==> config.mk <==
export PLATFORM = sky130hd
export DESIGN_NAME = timer8_prescaled
export DESIGN_NICKNAME = d
export VERILOG_FILES = /design/src/rtl/timer_pkg.sv /design/src/rtl/timer_prescaler.sv /design/src/rtl/timer8_prescaled.sv
export SDC_FILE = /design/constraint.sdc
export NUM_CORES = 1
export LEC_CHECK = 0
export ABC_AREA = 1
export BUFFER_PORTS_ARGS = -buffer_cell sky130_fd_sc_hd__buf_2
export CAP_MARGIN = 20
export CORE_AREA = 2 2 78 65
export CTS_BUF_LIST = sky130_fd_sc_hd__clkbuf_4 sky130_fd_sc_hd__clkbuf_8 sky130_fd_sc_hd__clkbuf_16
export DETAILED_ROUTE_END_ITERATION = 10
export DIE_AREA = 0 0 80 67
export GPL_ROUTABILITY_DRIVEN = 1
export GPL_TIMING_DRIVEN = 1
export PLACE_DENSITY = 0.69
export SLEW_MARGIN = 10
export SYNTH_ARGS = -nofsm -noshare
export SYNTH_HDL_FRONTEND = slang
export SYNTH_SLANG_ARGS = --single-unit
export TNS_END_PERCENT = 50
==> constraint.sdc <==
create_clock -name iClk -period 1.55 [get_ports iClk]
set_clock_uncertainty 0.15 [all_clocks]
set_input_delay 0.155 -clock iClk [delete_from_list [all_inputs] [get_ports iClk]]
set_output_delay 0.155 -clock iClk [all_outputs]
set_load 0.02 [all_outputs]
==> src/rtl/timer_pkg.sv <==
// Shared definitions for the timer family: FSM encoding,
// default prescaler width and the count step function.
package timer_pkg;

  localparam int PRESC_W_DEF = 7;

  typedef enum logic {
    IDLE = 1'b0,
    RUN  = 1'b1
  } state_t;

  typedef struct packed {
    logic       wrap;
    logic [7:0] value;
  } stepRes_t;

  // Up wraps past top to 0, down wraps past 0 to top.
  function automatic stepRes_t stepCount(
    input logic [7:0] cur,
    input logic [7:0] top,
    input logic       down
  );
    stepRes_t r;
    r.wrap  = 1'b0;
    r.value = cur;
    if (down) begin
      if (cur == 8'd0) begin
        r.value = top;
        r.wrap  = 1'b1;
      end else begin
        r.value = cur - 8'd1;
      end
    end else begin
      if (cur >= top) begin
        r.value = 8'd0;
        r.wrap  = 1'b1;
      end else begin
        r.value = cur + 8'd1;
      end
    end
    return r;
  endfunction

endpackage

==> src/rtl/timer_prescaler.sv <==
// Divide-by-2^sel prescaler; step fires when the count
// reaches or passes the limit, so a shrinking sel never stalls.
module timer_prescaler
  import timer_pkg::*;
#(
  parameter int PRESC_W = PRESC_W_DEF
) (
  input  logic       iClk,
  input  logic       iClear,
  input  logic       iRun,
  input  logic [2:0] ivSel,
  output logic       oStep
);

  logic [PRESC_W-1:0] count;
  logic [PRESC_W-1:0] limit;
  logic [PRESC_W:0]   ratio;

  always_comb begin
    ratio = (PRESC_W+1)'(1) << ivSel;
    limit = ratio[PRESC_W-1:0] - PRESC_W'(1);
  end

  assign oStep = iRun && (count >= limit);

  always_ff @(posedge iClk) begin
    if (iClear || !iRun || oStep) begin
      count <= '0;
    end else begin
      count <= count + PRESC_W'(1);
    end
  end

endmodule

==> src/rtl/timer8_prescaled.sv <==
// 8-bit up/down timer with prescaler, load, wrap pulse
// and sticky overflow flag; all outputs registered.
module timer8_prescaled
  import timer_pkg::*;
#(
  parameter int PRESC_W = PRESC_W_DEF
) (
  input  logic       iClk,
  input  logic       iReset,
  input  logic       iEnable,
  input  logic [2:0] ivPrescaleSel,
  input  logic [7:0] ivPeriod,
  input  logic       iDirDown,
  input  logic       iLoad,
  input  logic [7:0] ivLoadValue,
  input  logic       iOverflowAck,
  output logic [7:0] ovCuenta,
  output logic       oTick,
  output logic       oOverflowPulse,
  output logic       oOverflowFlag,
  output logic       oRunning
);

  state_t   state;
  logic     step;
  logic     clearPresc;
  logic     isRun;
  logic     doStep;
  stepRes_t nxt;

  assign clearPresc = iReset || iLoad;
  assign isRun      = (state == RUN);
  assign doStep     = step && !iLoad;
  assign nxt        = stepCount(ovCuenta, ivPeriod, iDirDown);

  timer_prescaler #(
    .PRESC_W(PRESC_W)
  ) uPresc (
    .iClk  (iClk),
    .iClear(clearPresc),
    .iRun  (isRun),
    .ivSel (ivPrescaleSel),
    .oStep (step)
  );

  always_ff @(posedge iClk) begin
    if (iReset) begin
      state          <= IDLE;
      ovCuenta       <= 8'd0;
      oTick          <= 1'b0;
      oOverflowPulse <= 1'b0;
      oOverflowFlag  <= 1'b0;
      oRunning       <= 1'b0;
    end else begin
      oTick          <= doStep;
      oOverflowPulse <= doStep && nxt.wrap;
      if (iLoad) begin
        ovCuenta <= ivLoadValue;
      end else if (doStep) begin
        ovCuenta <= nxt.value;
      end
      // A wrap in the ack cycle keeps the flag set.
      if (doStep && nxt.wrap) begin
        oOverflowFlag <= 1'b1;
      end else if (iOverflowAck) begin
        oOverflowFlag <= 1'b0;
      end
      if (!iLoad) begin
        state    <= iEnable ? RUN : IDLE;
        oRunning <= iEnable;
      end
    end
  end

endmodule

# == Yosys cells after proc, flatten, opt, wreduce, memory -nomap -nowiden ==
# Index checks and enable logic that the tools add are counted.
# op_classes
addsub,4
order_cmp,2
n_shift,1
n_mux,10
reduce_logical,11
# ops
op,n
$mux 8,4
$mux 9,1
$add 8x1->8 const B,1
$ge 8x8->1,1
$logic_not 8->1,1
$sub 8x1->8 const B,1
$add 7x1->7 const B,1
$ge 7x7->1,1
$shl 1x3->7 const A,1
$sub 7x1->7 const B,1
$mux 1,5
$reduce_bool 2->1,2
$logic_and 1x1->1,3
$logic_or 1x1->1,3
$logic_not 1->1,2
# word_totals
regBits,20
in_bits,25
out_inout_bits,12
word_cells,35

# == Logic depth before layout (Yosys ltp) ==
# Gate-level depths: netlist of run 1.
# logic_depth
depth_word,7
mapped_depth,13
ltp_nobuf,13

# == Hierarchy ==
# A second synthesis of run 1 with hierarchy kept.
# hier_totals
cells_unflattened,245
area_unflattened_um2,1686.6
# by_module_without_submodules
mod,instances,cells_each,area_per_inst_um2,seq_area_each_um2
timer8_prescaled,1,177,1163.6,240.2
timer_prescaler,1,68,523.0,140.1

# == Worst setup path after synthesis of run 1 ==
# OpenSTA, ideal clock, no wires.
# synth_path
path_kind,register -> register
startpoint,register ovCuenta[0]
endpoint,register oOverflowFlag
setup_time_ps,126
arrival_ps,1581
required_time_ps,1274
slack_ps,-307
stages_incl_launch_ff,11
path_buffers,0
period_less_slack_ps,1857
path_cell_list,dfxtp_1 -> inv_1 -> ha_1 -> nand2_1 -> nand3_1 -> nand2_1 -> nand2_1 -> nand2_1 -> nand2_1 -> o21ai_0 -> o21ai_0
# synth_via
elab_chain_cells,5
word_cells_on_any_way,8
classes_between,order compare: 1; mux: 4; reduce/logical: 3
# synth_lines
item,line,source
start: declaration,timer8_prescaled.sv:17,"output logic [7:0] ovCuenta,"
start signal: assignment,timer8_prescaled.sv:58,ovCuenta <= ivLoadValue;
start signal: assignment,timer8_prescaled.sv:60,ovCuenta <= nxt.value;
$ge 8x8->1 or $logic_not 8->1 (tied branches),"timer_pkg.sv:34, timer_pkg.sv:27",
"$mux 1, on equally long branches","timer_pkg.sv:34, timer_pkg.sv:27",
$mux 9 (*),timer_pkg.sv:26,if (down) begin
$logic_and 1x1->1 (*),timer8_prescaled.sv:63,if (doStep && nxt.wrap) begin
$mux 1 or $reduce_bool 2->1 (tied branches),--,
end signal: assignment,timer8_prescaled.sv:52,oOverflowFlag <= 1'b0;
end signal: assignment,timer8_prescaled.sv:64,oOverflowFlag <= 1'b1;
end signal: assignment,timer8_prescaled.sv:66,oOverflowFlag <= 1'b0;
end: declaration,timer8_prescaled.sv:20,"output logic oOverflowFlag,"
# Every way passes the cells marked *; elsewhere a longest branch is shown, timed or not.
# A chain may end at the register's enable or synchronous reset.

# == Worst setup path in the final report of run 1 ==
# layout_path
startpoint,register uPresc.count[2]
endpoint,register ovCuenta[7]
# layout_via
elab_chain_cells,4
# layout_lines
item,line,source
start: declaration,timer_prescaler.sv:15,logic [PRESC_W-1:0] count;
start signal: assignment,timer_prescaler.sv:30,count <= count + PRESC_W'(1);
$ge 7x7->1,timer_prescaler.sv:24,assign oStep = iRun && (count >= limit);
$logic_and 1x1->1,timer_prescaler.sv:24,
$logic_and 1x1->1,timer8_prescaled.sv:33,assign doStep = step && !iLoad;
$reduce_bool 2->1 (no line),--,
# Every way passes these cells.

==> results.toml, run 1 <==
[setup_path]
crit_type = "reg2reg"
cp_max_fo = 4
cp.required_ps = 1550
cp-end-kind = "flop"
arrival_ps = 1720
start_kind = "flop"

[timing]
worst_pin_slew_ps = 291
max_freq_mhz = 581
timing.hold.ws_ps = 1.79
finalHoldViolCount = 0
setup_violations = 18
rsz0062_at_grt = "true"
min_period_over_period_pct = 111
setup_ws_ps = -172
slew_viol_final = 0
relSlewSlack_pct = 80.6
timing.final.crit_period_ps = 1720

[grt]
grt_first_pass_wirelength_mm = 8.72
grt_max_degree = 11
antenna_found_initial = 0
overflow = 0
track_usage_pct = 20.8
grt_pass1_vias = 1907

[job]
drv_cap = 0

[placed_design]
port_buffers = 36
dp_cells = 418
gp_congestion = 0.837
hpwlAfterDp_mm = 4.05
placed_area_um2 = 2390

[clocking]
htree_levels = 1
cts_tree = "done"
insertion_delay_ps = 260
clock_path_buffers = 2
cts_buffers = 3
cts.clk_slew.worst_paths_ps = 70
clock_sinks = 19
clock-root-buffer = "clkbuf_8"
postCtsHoldBufs = 0

[logic_synthesis]
syn_inst = 288
seq_area_frac_synth_pct = 21.5
syn-cell-area_um2 = 1770
synth_seq_cells = 19
yosysUniqueCellTypes = 25
syn_area_per_cell_um2 = 6.15
syn_nets = 332
synth_warnings = 0

[outcome]
violations = "negative setup slack"
outcome = "finished, violations left"

[die]
io_pins = 37
dieWidth_um = 80
rows = 22
core-area_um2 = 4510
die_h_um = 67
dieArea_um2 = 5360
initial_core_util_pct = 39.2

[cells_and_area]
final_cell_mix = "nand2_1 (56), nor2_1 (50), buf_4 (45)"
nets = 416
fin_area_um2 = 2780
final_cells = 431
area_delta_synth_final_pct = 57.1
n_fill_cell = 411
antenna_cells = 0
layout_commonest_cell = "nand2_1"
layout-drive-gt1-share_pct = 46.1

[power_and_ir_drop]
cellPowerDensity_nw_per_um2 = 556
p_leak_nw = 1.39
ir_worst_vdd_mv = 0.369

[routing]
dr.pass1.iters = 4
totalWireLength_mm = 5.54
vias = 2086
route.detailed.drc = 0
avgRoutedWirePerCell_um = 12.9
ant_nets = 0
drtIter0Drc = 111
viasPerCell = 4.84

[worst_hold_path]
hp-class = "in2reg"
## metal layers
metal  vias up  global-route usage [%]  routed length [um]
met1       944                    30.0                2650
met3         0                    3.66                 338
li1       1072                       -                   -
met4         0                    1.91                   0
met2        70                    33.5                2550
met5         -                       0                   0
## kinds of logic after synthesis
| kind of cell | count (synthesis) | share of synthesized area [%] |
|---|---|---|
| simple gates | 171 | 42.6 |
| fa+ha+maj | 19 | 13.4 |
| compound gates | 24 | 6.78 |
| buf+inv | 46 | 11.3 |
| flops | 19 | 21.5 |
| xor+xnor | 9 | 4.45 |
## Yosys cell counts
cell type | n | share of area (%)
nor2_1 | 63 | 13
nand2_1 | 62 | 13
inv_1 | 36 | 7.6
nand3_1 | 29 | 8.2
dfxtp_1 | 19 | 21
ha_1 | 19 | 13
o21ai_0 | 13 | 3.7
a21oi_1 | 11 | 3.1
nand2_2 | 5 | 1.8
xnor2_1 | 5 | 2.5
xor2_1 | 4 | 2.0
buf_6 | 3 | 1.9
inv_2 | 3 | 0.64
nand3_2 | 2 | 1.1
nand4_1 | 2 | 0.71
nor2_4 | 2 | 1.3
nor3_1 | 2 | 0.56
buf_2 | 1 | 0.28
buf_4 | 1 | 0.42
clkbuf_1 | 1 | 0.21
clkinv_1 | 1 | 0.21
nand3b_1 | 1 | 0.42
nor2_2 | 1 | 0.35
nor2_8 | 1 | 1.1
nor3_2 | 1 | 0.56
## repair_timing
| item | CTS | global route |
|---|---|---|
| pin swaps | 16 | 18 |
| setup endpoints to repair | 18 | 18 |
| setup buffers | 6 | 3 |
| gates resized for setup | 32 | 28 |
## worst max-delay path, stage by stage, from the launching register on
cell and delay [ps]:
dfxtp_4 360, ha_4 280, nand2_2 50, nor2_2 120
nand3_2 90, nand3_2 100, nand2_4 80, inv_2 120
nand3_1 90, nor2_1 120, nor2_1 70
## registers in the layout (all words and copies together) (netlist names)
signal / count
oOverflowPulse: 1
oOverflowFlag: 1
oRunning: 1
uPresc.count: 7
oTick: 1
ovCuenta: 8
## stage by stage
step | TNS, ps | setup WS, ps | utilization, % | total power, mW
after detailed placement | -4800 | -321 | 53.0 | 1.07
after CTS | -1320 | -135 | 58.7 | 1.49
final | -1800 | -172 | 61.7 | 1.55
after floorplan | -18.5 | -7.42 | - | 0.863
after global routing | -3480 | -272 | 61.7 | 1.64
after global placement | -4100 | -276 | 53.0 | 1.06
## layout make-up
type | count | area, um2 | share of cell area, %
Tap cell | 60 | 75.1 | 2.70
Timing Repair Buffer | 85 | 572 | 20.5
Multi-Input combinational cell | 223 | 1510 | 54.4
Clock buffer | 4 | 48.8 | 1.75
Sequential cell | 19 | 414 | 14.9
Inverter | 40 | 160 | 5.75
## report_power, final
part,total [mW],internal [mW],switching [mW]
Sequential,0.533,0.503,0.0301
Combinational,0.643,0.294,0.349
Clock,0.371,0.201,0.170
Total,1.55,0.997,0.550
## final timing paths
check        depth (start not counted)  slack [ps]                       start                         end
min                                  3           2                iOverflowAck  oOverflowFlag$_SDFFE_PP0P_
min reg2reg                          2         330  oOverflowFlag$_SDFFE_PP0P_  oOverflowFlag$_SDFFE_PP0P_
max                                 10        -170  uPresc.count[2]$_SDFF_PP0_    ovCuenta[7]$_SDFFE_PP0P_
max reg2reg                         10        -170  uPresc.count[2]$_SDFF_PP0_    ovCuenta[7]$_SDFFE_PP0P_
Note: power is estimated with default switching activity, not from simulation.
==> run 2, diff against run 1 <==
--- a/config.mk
+++ b/config.mk
@@ -9,7 +9,6 @@
 export BUFFER_PORTS_ARGS = -buffer_cell sky130_fd_sc_hd__buf_2
 export CAP_MARGIN = 20
 export CORE_AREA = 2 2 78 65
-export CTS_BUF_LIST = sky130_fd_sc_hd__clkbuf_4 sky130_fd_sc_hd__clkbuf_8 sky130_fd_sc_hd__clkbuf_16
 export DETAILED_ROUTE_END_ITERATION = 10
 export DIE_AREA = 0 0 80 67
 export GPL_ROUTABILITY_DRIVEN = 1
==> constraint.sdc (replaced) <==
create_clock -name iClk -period 1.55 [get_ports iClk]
set_clock_uncertainty 0.15 [all_clocks]
set_input_delay 0.0775 -clock iClk [delete_from_list [all_inputs] [get_ports iClk]]
set_output_delay 0.0775 -clock iClk [all_outputs]
set_load 0.02 [all_outputs]
==> run 2 against run 1 <==
Compared with the run above:
- the flow still finishes with violations (negative setup slack)
- clock-buffer cell count unchanged
- non-clock buffer count down 4
- register-to-register slack improved by 40 ps
- via count down 1.8%
- highest routed layer is now met4
- routed wire length decreased by 5.0%
- sequential power barely moved
- utilization is 0.78 points lower
- critical path depth up 1
- clock power fell by 9.2%
==> results.toml, run 2 (synthesized netlist as in run 1, its figures left out) <==
[outcome]
outcome = "finished, violations left"
violations = "negative setup slack"

[power_and_ir_drop]
seqPwrFrac_pct = 34.8
combPwrFrac_pct = 43.0
power.switching_uw = 543
p_leak_nw = 1.37
pwr-share-clk_pct = 22.2
ir_worst_vdd_mv = 0.490
cellPowerDensity_nw_per_um2 = 553
internal-power_uw = 978
p_sw_share_pct = 35.7

[grt]
track_usage_pct = 19.2
overflow = 0
grt_pass1_vias = 1751
antenna_found_initial = 0
use_met3_pct = 4.34
use_met2_pct = 27.9
grt-busiest-layer = "met1"
use_met1_pct = 29.1
grt_max_degree = 12
grt_first_pass_wirelength_mm = 8.07

[routing]
vias = 2048
avgRoutedWirePerCell_um = 12.3
route.detailed.drc = 0
ant_nets = 0
viasPerCell = 4.80
totalWireLength_mm = 5.27
dr.pass1.iters = 5
drtIter0Drc = 127

[clocking]
insertion_delay_ps = 250
cts_buffers = 3
clock_path_buffers = 2
clock-root-buffer = "clkbuf_8"
clock_sinks = 19
htree_levels = 1
cts.clk_slew.worst_paths_ps = 70
cts_tree = "done"

[setup_path]
cp.required_ps = 1550
r2r_slack_ps = -130
reg2reg_depth = 11
arrival_ps = 1680
crit_type = "reg2reg"
cp_max_fo = 5
cp-end-kind = "flop"
crit_start = "ovCuenta[1]$_SDFFE_PP0P_"
start_kind = "flop"
reg2reg_to = "ovCuenta[3]$_SDFFE_PP0P_"
rr_startpoint = "ovCuenta[1]$_SDFFE_PP0P_"

[timing]
setup_ws_ps = -130
timing.hold.ws_ps = 23.1
relSlewSlack_pct = 80.7
min_period_over_period_pct = 108
worst_pin_slew_ps = 287
rsz0062_at_grt = "true"
slew_viol_final = 0
max_freq_mhz = 595
finalHoldViolCount = 0
setup_violations = 17
timing.final.crit_period_ps = 1680

[worst_hold_path]
hold_depth = 5
hp-class = "in2reg"
min_from = "ivLoadValue[5]"
hold_end = "ovCuenta[5]$_SDFFE_PP0P_"

[cells_and_area]
multi_input_area_um2 = 1510
fin_area_um2 = 2750
layout-drive-gt1-share_pct = 43.3
top_register = "ovCuenta"
layout_commonest_cell = "nand2_1"
largest_reg_flops = 8
nets = 412
register_area_um2 = 413
area_delta_synth_final_pct = 55.2
largestRegisters = "ovCuenta (8), uPresc.count (7)"
antenna_cells = 0
final_cells = 427
n_fill_cell = 418
final_cell_mix = "nand2_1 (52), nor2_1 (51), buf_4 (39)"

[die]
core-area_um2 = 4510
rows = 22
dieWidth_um = 80
die_h_um = 67
io_pins = 37
dieArea_um2 = 5360
initial_core_util_pct = 39.2

[placed_design]
dpl_worst_slack_ps = -297
dp_cells = 410
hpwlAfterDp_mm = 3.99
port_buffers = 36
placed_area_um2 = 2320
gp_congestion = 0.830

[job]
drv_cap = 0
[run 2: power groups by stage]
stage                     clock [mW]  sequential, mW  combinational [mW]
after CTS                      0.352           0.529               0.575
after detailed placement           0           0.538               0.510
after floorplan                    0           0.559               0.303
final                          0.337           0.530               0.654
after global placement             0           0.539               0.503
after global routing           0.378           0.532               0.719
[run 2: how the worst max path moves through the flow]
| stage | end | cells after the start | slack, ps |
|---|---|---|---|
| after detailed placement | uPresc.count[1]$_SDFF_PP0_ | 12 | -300 |
| after global placement | uPresc.count[2]$_SDFF_PP0_ | 12 | -280 |
| after floorplan | uPresc.count[2]$_SDFF_PP0_ | 10 | -7 |
| after CTS | ovCuenta[3]$_SDFFE_PP0P_ | 12 | -120 |
| final | ovCuenta[3]$_SDFFE_PP0P_ | 11 | -130 |
| after global routing | ovCuenta[3]$_SDFFE_PP0P_ | 11 | -250 |
[run 2: what timing repair did]
| item | in CTS | in global routing |
|---|---|---|
| gates resized for setup | 35 | 28 |
| hold buffers | 3 | 0 |
| setup buffers | 2 | 8 |
| cloned | 0 | 0 |
| pin swaps | 21 | 21 |
| setup endpoints to repair | 18 | 18 |
| endpoints found under the hold margin | 2 | 0 |
[run 2: layout make-up]
type,count,area share (%)
repair buffers,81,20.0
inverters,40,5.74
well taps,60,2.73
flip-flops and latches,19,15.0
clock buffers,4,1.64
multi-input cells,223,54.9
[run 2: metal layers]
| layer | share of wire [%] | up-vias |
|---|---|---|
| met3 | 8.0 | 6 |
| met2 | 42 | 77 |
| met1 | 49 | 902 |
| li1 | - | 1063 |
| met4 | 0.97 | 0 |
| met5 | 0 | - |
[run 2: critical path: stages, from the launching register on]
cell	delay (ps)
dfxtp_4	370
buf_4	160
nor2_1	150
nand2_1	130
nand2_1	80
nand2_1	80
nor2_4	110
nor2_2	40
nor2_1	90
nand2_1	70
nor2_2	100
nor2_1	40
[run 2: metrics by stage]
step / utilization, % / TNS, ps / power [mW]
6_report: 60.9 / -1460 / 1.52
5_1_grt: 60.9 / -3070 / 1.63
4_1_cts: 57.6 / -1100 / 1.46
3_5_place_dp: 51.5 / -4360 / 1.05
3_3_place_gp: 51.5 / -4200 / 1.04
2_1_floorplan: - / -18.5 / 0.862
